File: src/rtl/power_sweep_pkg.sv
// Shared types and sizing for the exhaustive 4-input cell sweep controller.
// The FSM encoding, pattern count and counter widths all come from here.
package power_sweep_pkg;

  typedef enum logic [1:0] {
    ST_IDLE   = 2'd0,
    ST_SETTLE = 2'd1,
    ST_SAMPLE = 2'd2,
    ST_DONE   = 2'd3
  } sweep_state_t;

  localparam int PATTERN_CNT = 16;
  localparam int LAST_IDX    = PATTERN_CNT - 1;
  localparam int IDX_W       = 4;
  localparam int VEC_W       = 4;
  localparam int ONES_W      = 5;
  localparam int TOGGLE_W    = 5;
  localparam int SETTLE_W    = 4;
  localparam int MASK_W      = PATTERN_CNT;

endpackage

File: src/rtl/power_sweep_gray.sv
// Combinational 4-bit binary to reflected Gray code converter.
module power_sweep_gray
  import power_sweep_pkg::*;
(
  input  logic [IDX_W-1:0] bin,
  output logic [IDX_W-1:0] gray
);

  assign gray = bin ^ (bin >> 1);

endmodule

File: src/rtl/power_sweep_ctrl.sv
// Walks all 16 input patterns of an external 4-input cell, holds each for
// SETTLE_CYC cycles, samples the cell output and accumulates response statistics.
module power_sweep_ctrl
  import power_sweep_pkg::*;
#(
  parameter int SETTLE_CYC = 1
) (
  input  logic                clk,
  input  logic                rst_n,
  input  logic                start,
  input  logic                abort,
  input  logic                mode,
  output logic [VEC_W-1:0]    vec_out,
  input  logic                cell_in,
  output logic                busy,
  output logic                done,
  output logic                result_valid,
  output logic [ONES_W-1:0]   ones_cnt,
  output logic [TOGGLE_W-1:0] toggle_cnt,
  output logic [MASK_W-1:0]   resp_mask
);

  sweep_state_t         state;
  sweep_state_t         state_next;
  logic [IDX_W-1:0]     idx;
  logic [IDX_W-1:0]     gray_idx;
  logic [IDX_W-1:0]     pattern;
  logic [SETTLE_W-1:0]  settle_cnt;
  logic                 mode_lat;
  logic                 prev_sample;
  logic                 settle_last;
  logic                 idx_last;

  power_sweep_gray u_gray (
    .bin  (idx),
    .gray (gray_idx)
  );

  assign pattern     = mode_lat ? gray_idx : idx;
  assign settle_last = (settle_cnt == SETTLE_W'(SETTLE_CYC - 1));
  assign idx_last    = (idx == IDX_W'(LAST_IDX));

  always_ff @(posedge clk or negedge rst_n) begin
    if (!rst_n) begin
      state <= ST_IDLE;
    end else begin
      state <= state_next;
    end
  end

  // Abort overrides everything, including a simultaneous start in IDLE.
  always_comb begin
    state_next = state;
    busy       = 1'b0;
    done       = 1'b0;
    vec_out    = '0;
    case (state)
      ST_IDLE: begin
        if (start && !abort) begin
          state_next = ST_SETTLE;
        end
      end
      ST_SETTLE: begin
        busy    = 1'b1;
        vec_out = pattern;
        if (abort) begin
          state_next = ST_IDLE;
        end else if (settle_last) begin
          state_next = ST_SAMPLE;
        end
      end
      ST_SAMPLE: begin
        busy    = 1'b1;
        vec_out = pattern;
        if (abort) begin
          state_next = ST_IDLE;
        end else if (idx_last) begin
          state_next = ST_DONE;
        end else begin
          state_next = ST_SETTLE;
        end
      end
      ST_DONE: begin
        done       = 1'b1;
        state_next = ST_IDLE;
      end
      default: begin
        state_next = ST_IDLE;
      end
    endcase
  end

  always_ff @(posedge clk or negedge rst_n) begin
    if (!rst_n) begin
      idx          <= '0;
      settle_cnt   <= '0;
      mode_lat     <= 1'b0;
      prev_sample  <= 1'b0;
      result_valid <= 1'b0;
      ones_cnt     <= '0;
      toggle_cnt   <= '0;
      resp_mask    <= '0;
    end else if (abort) begin
      result_valid <= 1'b0;
    end else begin
      case (state)
        ST_IDLE: begin
          if (start) begin
            idx          <= '0;
            settle_cnt   <= '0;
            mode_lat     <= mode;
            prev_sample  <= 1'b0;
            result_valid <= 1'b0;
            ones_cnt     <= '0;
            toggle_cnt   <= '0;
            resp_mask    <= '0;
          end
        end
        ST_SETTLE: begin
          settle_cnt <= settle_last ? '0 : settle_cnt + SETTLE_W'(1);
        end
        ST_SAMPLE: begin
          // Results become valid together with the done pulse.
          resp_mask[pattern] <= cell_in;
          prev_sample        <= cell_in;
          if (cell_in) begin
            ones_cnt <= ones_cnt + ONES_W'(1);
          end
          if ((idx != '0) && (cell_in != prev_sample)) begin
            toggle_cnt <= toggle_cnt + TOGGLE_W'(1);
          end
          if (idx_last) begin
            result_valid <= 1'b1;
          end else begin
            idx <= idx + IDX_W'(1);
          end
        end
        default: begin
        end
      endcase
    end
  end

endmodule

File: config.mk
export PLATFORM = sky130hd
export DESIGN_NAME = power_sweep_ctrl
export DESIGN_NICKNAME = d
export VERILOG_FILES = /design/src/rtl/power_sweep_pkg.sv /design/src/rtl/power_sweep_gray.sv /design/src/rtl/power_sweep_ctrl.sv
export SDC_FILE = /design/constraint.sdc
export NUM_CORES = 1
export LEC_CHECK = 0
export ABC_AREA = 1
export BUFFER_PORTS_ARGS = -buffer_cell sky130_fd_sc_hd__buf_2
export CAP_MARGIN = 20
export CORE_MARGIN = 2
export CORE_UTILIZATION = 25
export DETAILED_ROUTE_END_ITERATION = 6
export GPL_ROUTABILITY_DRIVEN = 0
export HOLD_SLACK_MARGIN = 0.15
export PLACE_DENSITY = 0.53
export SLEW_MARGIN = 20
export SYNTH_ARGS = -nofsm -noshare
export SYNTH_HDL_FRONTEND = slang
export SYNTH_SLANG_ARGS = --single-unit
File: constraint.sdc
create_clock -name clk -period 3.3 [get_ports clk]
set_clock_uncertainty 0.05 [all_clocks]
set_input_delay 0.99 -clock clk [delete_from_list [all_inputs] [get_ports clk]]
set_output_delay 0.99 -clock clk [all_outputs]
set_load 0.1 [all_outputs]
Yosys cells after proc, flatten, opt, wreduce, memory -nomap -nowiden
Cells that the tools add are included.
{ "totals": {"out_inout_bits": 33, "reg_bits": 39, "in_bits": 6, "word_cells": 79} }
{ "op_classes": {"n_lt_le_gt_ge": 2, "eq_ne": 13, "bitwise_logic": 2, "addsub": 4, "reduce_logical": 19, "mux": 30} }
{ "ops": {"columns": ["op", "n"], "rows": [
  ["16-bit case mux with 2 select lines", 1],
  ["4-bit 2-to-1 mux", 5],
  ["5-bit case mux with 2 select lines", 2],
  ["16-bit bitwise mux", 1],
  ["16-bit 2-to-1 mux", 1],
  ["4-bit case mux with 2 select lines", 2],
  ["5-bit 2-to-1 mux", 3],
  ["3-bit AND reduction", 4],
  ["4-bit AND reduction", 3],
  ["5-bit by 1-bit adder with 5-bit output, second input constant", 2],
  ["2-bit 2-to-1 mux", 5],
  ["2-bit inequality test, second input constant", 5],
  ["3-bit inequality test, second input constant", 3],
  ["4-bit by 1-bit adder with 4-bit output, second input constant", 2],
  ["2-bit case mux with 4 select lines", 1],
  ["1-bit 2-to-1 mux", 6],
  ["4-bit by 5-bit less-than comparator with 1-bit output, second input constant", 1],
  ["1-bit demux with 4-bit select", 1],
  ["2-bit == test, second input constant", 2],
  ["4-bit == test, second input constant", 1],
  ["4-bit by 1-bit greater-or-equal comparator with 1-bit output, second input constant", 1],
  ["4-bit logical NOT", 1],
  ["1-bit case mux with 2 select lines", 2],
  ["2-bit nonzero test", 2],
  ["11 further kinds", 13]
]} }

Depth between registers and ports, before layout
{ "logic_depth": {"word_depth": 8, "mapped_depth": 11, "mapped_depth_nobuf": 11} }

Modules after synthesis
Synthesis repeated with hierarchy kept, for this count alone.
{ "unflattened": {"hier_cells": 351, "hier_area_um2": 2411.1} }
{ "by_module_without_submodules": {"columns": ["mod", "cells_per_inst", "seq_area_each_um2", "instances", "area_per_inst_um2"], "rows": [
  ["power_sweep_ctrl", 337, 975.9, 1, 2354.8],
  ["power_sweep_gray", 14, 0.0, 1, 56.3]
]} }

Least setup slack after synthesis
Ideal clock, no wire load.
{ "synth_path": {"kind": "reg2out", "from": "register state[1]", "to": "output port vec_out[0]", "t_arrival_ps": 2786, "n_path_buf": 0, "stages_incl_launch_ff": 5, "t_required_ps": 2260, "slack_ps": -526, "path_cell_list": "dfrtp_1 inv_1 ha_1 inv_1 nor2_1"} }
{ "synth_via": {"elab_chain_len": 3, "elab_cells_between_ends": 4, "cone_classes": "eq/ne: 2; mux: 1; reduce/logical: 1"} }
{ "synth_lines": {"columns": ["element", "line_no", "text"], "rows": [
  ["start, declared", "power_sweep_ctrl.sv:23", "sweep_state_t state;"],
  ["start signal, assigned", "power_sweep_ctrl.sv:47", "state <= state_next;"],
  ["2-bit == test or 2-bit by 1-bit == test with 1-bit output (tied branches)", "power_sweep_ctrl.sv:57", "case (state)"],
  ["2-bit OR reduction (no line) *", null, null],
  ["4-bit 2-to-1 mux *", "power_sweep_ctrl.sv:57", null],
  ["end, declared", "power_sweep_ctrl.sv:13", "output logic [VEC_W-1:0] vec_out,"]
]} }
Mark *: on every way between the ends. The rest lies on a longest branch, timed or not.

Worst setup path in the final report
{ "layout_path": {"from": "register idx[0]", "to": "output port vec_out[0]"} }
{ "layout_via": {"elab_chain_len": 3} }
{ "layout_lines": {"columns": ["element", "line_no", "text"], "rows": [
  ["start, declared", "power_sweep_ctrl.sv:25", "logic [IDX_W-1:0] idx;"],
  ["start signal, assigned", "power_sweep_ctrl.sv:135", "idx <= idx + IDX_W'(1);"],
  ["4-bit by 3-bit XOR with 4-bit output", "power_sweep_gray.sv:9", "assign gray = bin ^ (bin >> 1);"],
  ["4-bit 2-to-1 mux *", "power_sweep_ctrl.sv:39", "assign pattern = mode_lat ? gray_idx : idx;"],
  ["4-bit 2-to-1 mux *", "power_sweep_ctrl.sv:57", null]
]} }
Marked as above.

==> out/metrics.cfg <==
[run_status]
status=finished, final reports clean

[detailed_routing]
remaining_drc_errors=0
viasPerCell=4.15
antenna_left=0
wl_um=5530
drtIter0Drc=72
wl_per_cell_um=11.0
vias=2094
drt_first_pass_iters=4

[global_routing]
grt_pass1_vias=2134
grt_first_pass_wirelength_um=9920
gr-total-overflow=0
grt_usage_pct=12.0
antenna_found_initial=0
grt_max_degree=40

[critical_path]
critPathTopFamily=buffers and inverters
critPathMaxFanout=4
cp.arrival_ps=1840
start_kind=register
r2r_end=resp_mask[12]
r2r.worst_path.cells=7
worst_ep_required_time_ps=2260
endpoint_kind=output pin
reg2reg_slack_ps=1100
cpMaxStageDelayCell=buf_2
cpPeakStageDelay_ps=420
path_cells=inv_1 > ha_1 > inv_1 > nand2_1 > nand2_1 > nor2_2 > buf_2
path_class=reg -> out
r2r_start=state[0]
cp.buffers_inverters=3

[clock_tree]
cts_max_level=2
cts_max_path_buffers=2
cts_buffers=5
clock_tree.root_cell=clkbuf_8
cts_tree=yes
clock_latency_ps=290
clock_sinks=39
ctsHoldBuffers=0
cts_resized=0
clk_pin_slew_worst_paths_ps=80
post_cts_buffers=0

[logic_synthesis]
synthCells=334
syn_area_sq_um=2400
syn_nets=355
synth_seq_area_share_pct=40.7
synth_area_leader_cell=dfrtp_1
synth_cell_types=25
synth_seq_cells=39
yosysWarningCount=0
avgSynthCellArea_sq_um=7.18
yosysTopAreaCellShare_pct=40.7
synth.area.top_cells=dfrtp_1 41%, nand2_1 22%, ha_1 7.8%

[hold_path]
hold_end=resp_mask[9]
min_from=resp_mask[9]
hp-class=reg -> reg
min_path_cells=2

[placed_design]
port_buffers=38
hpwl_um=4070
place_area_sq_um=2730

[floorplanning]
rows=35
ios=39
die_area_sq_um=10400
die_y_um=102
dieWidth_um=102
start_util_pct=25.8
core_sq_um=9280

[power]
power_density_nw_per_um2=768
total_power_w=0.00220
p_leak_nw=1.58
vdd_drop_max_v=0.000432

[layout]
num-fill-cells=1050
post-route-cell-area_sq_um=2860
multi_input_area_sq_um=1230
antenna_cells=0
seq_area_sq_um=976
mostFrequentLayoutCell=nand2_1
drive_above_1_share_pct=16.0
fin_util_pct=30.8
final_cell_mix=138 x nand2_1, 41 x inv_1, 39 x dfrtp_1, 38 x buf_2, 28 x o21ai_0
syn_to_final_growth_pct=19.5
fin_nets=396

[run]
drv_cap=0

[sta]
maxSlewHeadroom_pct=38.3
tightest_slew_ps=925
period_share_pct=87.4
hold_viol_final=0
min_period_ps=2880
fmax_mhz=347
rsz0062_at_grt=false
slew_violations=0
finalSetupViolCount=0

-- worst max-delay path by stage --
| stage | from | endpoint | slack (ps) | cells after the start |
|---|---|---|---|---|
| 2_1_floorplan | state[1] | vec_out[0] | -140 | 4 |
| 3_3_place_gp | idx[2] | vec_out[2] | 770 | 7 |
| 3_5_place_dp | idx[0] | vec_out[0] | 750 | 7 |
| 4_1_cts | idx[0] | vec_out[0] | 400 | 7 |
| 5_1_grt | idx[2] | vec_out[1] | 310 | 6 |
| 6_report | idx[0] | vec_out[0] | 420 | 7 |
-- layout make-up --
class	instances	area share, %
Inverter	43	5.64
Tap cell	129	5.64
Multi-Input combinational cell	246	42.9
Clock buffer	6	2.53
Timing Repair Buffer	40	7.16
Clock inverter	2	2.10
Sequential cell	39	34.1
-- flip-flops by register name (all words and copies together) (netlist names) --
signal        flops
resp_mask        16
ones_cnt          5
result_valid      1
idx               4
mode_lat          1
prev_sample       1
state             2
toggle_cnt        5
settle_cnt        4
-- worst register-to-register path, stage by stage (launching register included) --
cell and delay (ps):
dfrtp_1 410, inv_1 130, ha_1 160, buf_4 250, inv_1 160, nor4_4 770
nand2_1 120, nand2_1 110
-- report_power, final --
group          internal (W)  total, W  leakage [nW]  switching [W]
Clock              0.000303  0.000477        0.0654       0.000175
Combinational      0.000232   0.00112         0.980       0.000886
Sequential         0.000539  0.000603         0.535      0.0000638
-- Yosys cell counts --
cell,number
nand2_1,138
inv_1,41
dfrtp_1,39
o21ai_0,28
nor2_1,21
nand3_1,16
ha_1,15
xor2_1,6
a21oi_1,5
nand4_1,4
o211ai_1,3
buf_2,2
buf_6,2
inv_2,2
or2_2,2
buf_1,1
clkbuf_1,1
nand2_2,1
nand2_4,1
nor2_2,1
nor2_4,1
nor3_1,1
nor4_4,1
o21ai_2,1
o21bai_1,1
-- kinds of logic after synthesis --
group           Yosys count  share of synthesized area, %
compound gates           38                          8.51
flops                    39                          40.7
fa+ha+maj                15                          7.83
simple gates            187                          32.4
buf+inv                  49                          8.40
xor+xnor                  6                          2.19
-- per-layer routing --
layer	share of wire (%)	routed length [um]	global-route usage, %	up-vias
li1	-	-	-	1120
met1	49	2740	15.5	930
met2	45	2480	20.2	39
met3	5.0	277	2.74	5
met4	0.67	37	3.49	0
met5	0	0	0	-
-- through the flow --
stage	hold WS, ps	cells	TNS (ps)	worst slack [ps]
finish	426	505	0	415
floorplan	475	334	-417	-139
CTS	430	505	0	400
global route	445	505	0	308
global placement	401	497	0	767
detailed placement	407	497	0	748
No activity file was read; power rests on OpenSTA's default activity.
